`config.mk`:
```
export PLATFORM = sky130hd
export DESIGN_NAME = lns_to_fixed
export DESIGN_NICKNAME = d
export VERILOG_FILES = /design/src/rtl/lns_to_fixed.sv
export SDC_FILE = /design/constraint.sdc
export NUM_CORES = 1
export LEC_CHECK = 0
export ABC_CLOCK_PERIOD_IN_PS = 12270
export BUFFER_PORTS_ARGS = -buffer_cell sky130_fd_sc_hd__buf_2
export CORE_MARGIN = 8
export CORE_UTILIZATION = 55
export DETAILED_ROUTE_END_ITERATION = 6
export PLACE_DENSITY = 0.72
export SLEW_MARGIN = 10
export SYNTH_ARGS = -nofsm -noshare
export SYNTH_HDL_FRONTEND = slang
export SYNTH_SLANG_ARGS = --single-unit
export TNS_END_PERCENT = 10
```
`constraint.sdc`:
```
create_clock -name clk -period 12.27 [get_ports clk]
set_input_delay 2.454 -clock clk [delete_from_list [all_inputs] [get_ports clk]]
set_output_delay 2.454 -clock clk [all_outputs]
set_load 0.01 [all_outputs]
```
`src/rtl/lns_to_fixed.sv`:
```
`default_nettype none
// ============================================================================
//  Module      : lns_to_fixed
//  Description : Sequential decoder from a 16-bit logarithmic-number-system
//                word (base 2^(1/512)) to signed two's-complement fixed point.
//                The fractional part of the log is resolved one bit per cycle
//                by multiplying a Q1.17 mantissa with a table of 2^(2^-k)
//                roots. The integer part is then applied as a shift, with
//                saturation.
//  Revision    : 1.0 - initial release
// ----------------------------------------------------------------------------
//  Ports
//    clk        in   1      clock, rising edge
//    reset      in   1      asynchronous, active-high
//    in_valid   in   1      lns_in valid
//    in_ready   out  1      decoder idle, can accept a word
//    lns_in     in   16     [15]=sign, [14:0]=two's-comp log (9 frac bits)
//                           16'h4000 encodes zero
//    out_valid  out  1      fx_out valid, held until accepted
//    out_ready  in   1      consumer accepts fx_out
//    fx_out     out  OUT_W  signed fixed point, OUT_FRAC fraction bits
//    sat        out  1      fx_out was saturated; qualified by out_valid
// ============================================================================
module lns_to_fixed #(
    parameter int OUT_W    = 32,
    parameter int OUT_FRAC = 16
) (
    input  logic             clk,
    input  logic             reset,
    input  logic             in_valid,
    output logic             in_ready,
    input  logic [15:0]      lns_in,
    output logic             out_valid,
    input  logic             out_ready,
    output logic [OUT_W-1:0] fx_out,
    output logic             sat
);

    localparam logic [15:0]      C_ZERO_CODE  = 16'h4000;
    localparam logic [17:0]      C_M_ONE      = 18'd131072;     // 1.0 in Q1.17
    localparam logic [3:0]       C_LAST_ITER  = 4'd9;
    // Output weight of mantissa LSB relative to the log integer part:
    // value = m * 2^(I + OUT_FRAC - 17) in output LSBs.
    localparam int               C_SHIFT_BIAS = OUT_FRAC - 17;
    // Smallest integer exponent whose value no longer fits the output.
    localparam int               C_SAT_EXP    = OUT_W - 1 - OUT_FRAC;
    localparam logic [OUT_W-1:0] C_MAX_POS    = {1'b0, {(OUT_W-1){1'b1}}};

    typedef enum logic [1:0] {
        ST_IDLE  = 2'd0,
        ST_ITER  = 2'd1,
        ST_SCALE = 2'd2,
        ST_DONE  = 2'd3
    } state_t;

    state_t            r_state;
    logic [3:0]        r_k;          // iteration index, 1..9 while in ST_ITER
    logic [17:0]       r_m;          // Q1.17 mantissa, stays in [1.0, 2.0)
    logic [8:0]        r_frac;       // remaining fraction bits, MSB consumed first
    logic signed [5:0] r_exp;        // integer part of the log
    logic              r_sign;
    logic              r_zero;
    logic              r_out_valid;
    logic              r_sat;
    logic [OUT_W-1:0]  r_fx;

    logic [17:0]       w_root;
    logic [35:0]       w_prod;
    logic [17:0]       w_m_next;
    logic [17:0]       w_unused_prod_bits;

    int                w_shift;
    logic [OUT_W-1:0]  w_m_ext;
    logic [OUT_W-1:0]  w_mag;
    logic [OUT_W-1:0]  w_fx;
    logic              w_sat;

    // ------------------------------------------------------------------------
    // Root table: round(2^(2^-k) * 2^17)
    // ------------------------------------------------------------------------
    always_comb begin
        w_root = C_M_ONE;
        case (r_k)
            4'd1:    w_root = 18'd185364;
            4'd2:    w_root = 18'd155872;
            4'd3:    w_root = 18'd142935;
            4'd4:    w_root = 18'd136875;
            4'd5:    w_root = 18'd133942;
            4'd6:    w_root = 18'd132499;
            4'd7:    w_root = 18'd131784;
            4'd8:    w_root = 18'd131427;
            4'd9:    w_root = 18'd131250;
            default: w_root = C_M_ONE;
        endcase
    end

    // 18x18 unsigned product rescaled to Q1.17 by truncation. Both factors
    // are below 2.0 and the running product stays below 2.0, so bit 35 is
    // always zero and bits [16:0] are dropped.
    assign w_prod             = 36'(r_m) * 36'(w_root);
    assign w_m_next           = w_prod[34:17];
    assign w_unused_prod_bits = {w_prod[35], w_prod[16:0]};

    // ------------------------------------------------------------------------
    // Final scaling by the integer exponent, saturation and sign
    // ------------------------------------------------------------------------
    always_comb begin
        w_shift = int'(r_exp) + C_SHIFT_BIAS;
        w_m_ext = OUT_W'(r_m);
        w_mag   = '0;
        w_sat   = 1'b0;
        w_fx    = '0;

        if (int'(r_exp) >= C_SAT_EXP) begin
            w_mag = C_MAX_POS;
            w_sat = 1'b1;
        end else if (w_shift >= 0) begin
            w_mag = w_m_ext << w_shift;
        end else begin
            // Large right shifts underflow cleanly to zero without flagging.
            w_mag = w_m_ext >> (-w_shift);
        end

        // Magnitude never exceeds 2^(OUT_W-1)-1, so negation cannot overflow.
        w_fx = r_sign ? (~w_mag + 1'b1) : w_mag;

        if (r_zero) begin
            w_fx  = '0;
            w_sat = 1'b0;
        end
    end

    // ------------------------------------------------------------------------
    // Control and datapath registers
    // ------------------------------------------------------------------------
    always_ff @(posedge clk or posedge reset) begin
        if (reset) begin
            r_state     <= ST_IDLE;
            r_k         <= 4'd0;
            r_m         <= C_M_ONE;
            r_frac      <= 9'd0;
            r_exp       <= 6'sd0;
            r_sign      <= 1'b0;
            r_zero      <= 1'b0;
            r_out_valid <= 1'b0;
            r_sat       <= 1'b0;
            r_fx        <= '0;
        end else begin
            case (r_state)
                ST_IDLE: begin
                    if (in_valid) begin
                        r_sign  <= lns_in[15];
                        r_exp   <= $signed(lns_in[14:9]);
                        r_frac  <= lns_in[8:0];
                        r_zero  <= (lns_in == C_ZERO_CODE);
                        r_m     <= C_M_ONE;
                        r_k     <= 4'd1;
                        r_state <= ST_ITER;
                    end
                end

                ST_ITER: begin
                    // Fixed nine-cycle walk regardless of the fraction value.
                    if (r_frac[8]) begin
                        r_m <= w_m_next;
                    end
                    r_frac <= r_frac << 1;
                    if (r_k == C_LAST_ITER) begin
                        r_state <= ST_SCALE;
                    end else begin
                        r_k <= r_k + 4'd1;
                    end
                end

                ST_SCALE: begin
                    r_fx        <= w_fx;
                    r_sat       <= w_sat;
                    r_out_valid <= 1'b1;
                    r_k         <= 4'd0;
                    r_state     <= ST_DONE;
                end

                ST_DONE: begin
                    // Result is held until the consumer takes it; a new word
                    // can only be accepted from the following cycle.
                    if (out_ready) begin
                        r_out_valid <= 1'b0;
                        r_state     <= ST_IDLE;
                    end
                end

                default: begin
                    r_state <= ST_IDLE;
                end
            endcase
        end
    end

    // Gated by reset so the upstream never sees ready during reset.
    assign in_ready  = (r_state == ST_IDLE) && !reset;
    assign out_valid = r_out_valid;
    assign fx_out    = r_fx;
    assign sat       = r_sat;

endmodule
`default_nettype wire

```
==> out/metrics.yaml <==
status: "complete, no violations"
dr.first_iter.drc_count: 1151
slowest_stage: "o21ai_1"
wl_per_cell_um: 20.0
die_h_um: 192
finalCritPeriodShare: 0.734
setup_violations: 0
yosys_warnings: 0
maxCapViolCount: 0
clockBufferDepth: 2
hold_start: "fx_out[7]"
vias: 14200
fin_crit_ns: 9.00
crit_fanout: 14
cp-end-kind: "flop"
required_ns: 12.57
num_antenna_cells: 0
hold_viol: 0
setup.worst_path.end: "r_m[17]"
synth_area_per_cell_um2: 8.61
core-area_um2: 30600
cts_made_buffers: 9
viasPerCell: 6.03
grt_overflow: 0
clock_skew_ns: 0.0153
tightest_slew_ns: 1.21
antenna_found_initial: 0
setup.worst_path.start_class: "flop"
synthArstFlopShare: 1.00
path_class: "reg2reg"
grt_use_total: 0.263
rows: 64
clockRootBuffer: "clkbuf_16"
arrival_ns: 9.30
finalSetupTns_ns: 0
slew_headroom: 0.180
holdBufCountCts: 0
postRouteAntennaNets: 0
initial_core_util: 0.559
clkSinkCount: 75
hold_class: "reg2reg"
io-pin-count: 55
ys_seq_elements: 75
ys_types: 98
reg2reg_from: "r_k[1]"
fp.dieW_um: 192
area_growth_pct: 4.84
clkSlewWorstSetupHoldPaths_ns: 0.07
synth-main-ff-cell: "dfrtp_1"
grt_pass1_vias: 14500
reg2regPathDepth: 28
netlist_area_um2: 17100
clk_latency_ns: 0.35
firstDrtPassIters: 5
post_cts_buffers: 0
drv_slew: 0
cts_tree: "built"
synth_nets: 2381
drc: 0
cpPeakStageDelay_ns: 0.75
nets: 2359
synth_edf_count: 0
reg2reg_slack_ns: 3.27
ctsResizeCount: 0
port_buffers: 54
rsz0062_at_grt: "false"
die_area_um2: 37000
grt_max_degree: 76
yosysSeqAreaShare: 0.110
drive_gt1_frac: 0.0894
syn_inst: 1985
dpl.hpwl_um: 35800
gp_congestion: 0.977
crit_start: "r_k[1]"
grt_pass1_wl_um: 77400
htreeDepth: 3
wirelength_um: 47200
reg2reg_to: "r_m[17]"
max_clock_freq_mhz: 111
## area by class of cell
type	instances	area (µm²)
clock buffer	10	239
timing repair buffer	93	561
inverter	331	1240
clock inverter	6	71.3
sequential	75	1880
tap	396	495
fill	2786	12700
multi-input combinational	1453	13400
## cells in the final DEF (no fill, tap or decap), types with 38 or more instances in the layout
| master | netlist | final |
|---|---|---|
| nand2_1 | 265 | 265 |
| nor2_1 | 59 | 56 |
| inv_1 | 328 | 327 |
| a21oi_1 | 57 | 57 |
| and3_1 | 40 | 40 |
| ha_1 | 140 | 139 |
| buf_4 | 4 | 38 |
| fa_1 | 236 | 236 |
| o21ai_0 | 64 | 64 |
| dfrtp_1 | 74 | 73 |
| buf_2 | 24 | 55 |
| mux2i_1 | 54 | 54 |
| and2_1 | 83 | 83 |
## sequential cells by signal, summed over array words and instances (netlist names)
name       flops
sat            1
r_state        2
r_sign         1
r_zero         1
out_valid      1
r_frac         9
r_m           18
r_exp          6
fx_out        32
r_k            4
## per-stage QoR
stage | util | instances | hold slack (ns) | area, µm² | setup WS [ns]
after global routing | 0.586 | 2364 | 0.502 | 17900 | 2.73
after detailed placement | 0.575 | 2348 | 0.469 | 17600 | 3.32
after floorplan | - | 1985 | 0.450 | 17100 | 4.36
after CTS | 0.586 | 2364 | 0.486 | 17900 | 3.29
after global placement | 0.575 | 2347 | 0.462 | 17600 | 3.17
final | 0.586 | 2364 | 0.481 | 17900 | 3.27
## Yosys cell counts, types with 14 or more instances
cell type	instances	share of area
and2_1	83	0.030
a21oi_1	57	0.017
mux2_2	14	0.0092
nor3_1	25	0.0073
xnor2_1	30	0.015
o31ai_1	21	0.0092
xor2_1	21	0.011
o21ai_0	64	0.019
fa_1	236	0.28
inv_1	328	0.072
nand2_1	265	0.058
nor2b_1	24	0.0088
nand2b_1	16	0.0059
a22o_1	17	0.0087
mux4_2	18	0.024
nor2_1	59	0.013
a21o_1	15	0.0066
mux2i_1	54	0.032
ha_1	140	0.10
and3_1	40	0.015
buf_2	24	0.0070
nand3_1	35	0.010
clkbuf_1	88	0.019
dfrtp_1	74	0.11
nor4_1	14	0.0051
## how the worst min path moves through the flow
stage / endpoint / slack, ns / cells after the start
detailed placement: fx_out[3] / 0.47 / 2
global route: fx_out[3] / 0.50 / 2
CTS: fx_out[3] / 0.49 / 2
finish: fx_out[7] / 0.48 / 2
global placement: fx_out[7] / 0.46 / 2
floorplan: r_frac[0] / 0.45 / 2
## metal layers
layer | part of all wire | vias to the layer above | GRT usage
met5 | 0 | - | 0
met4 | 0.025 | 0 | 0.0737
met3 | 0.065 | 70 | 0.0287
met2 | 0.49 | 537 | 0.442
met1 | 0.42 | 7151 | 0.356
li1 | - | 6489 | -
## cells by family after synthesis
| kind of cell | synth area share |
|---|---|
| mux | 0.0646 |
| simple gates | 0.187 |
| buf+inv | 0.105 |
| flops | 0.110 |
| fa+ha+maj | 0.379 |
| compound gates | 0.124 |
| xor+xnor | 0.0305 |
## critical path, delay by kind of cell (launching register included)
family	cells	cell delay, ns
and+or+nand+nor	1	0.17
buffers and inverters	9	1.37
DFF	1	0.58
AOI/OAI and AO/OA	9	3.06
xor gates and xnor gates	1	0.15
adders and majority gates	8	3.59
Power is left out: the tool's default activity adds up to more than one toggle a clock period on the data nets, which glitch-free logic cannot reach.
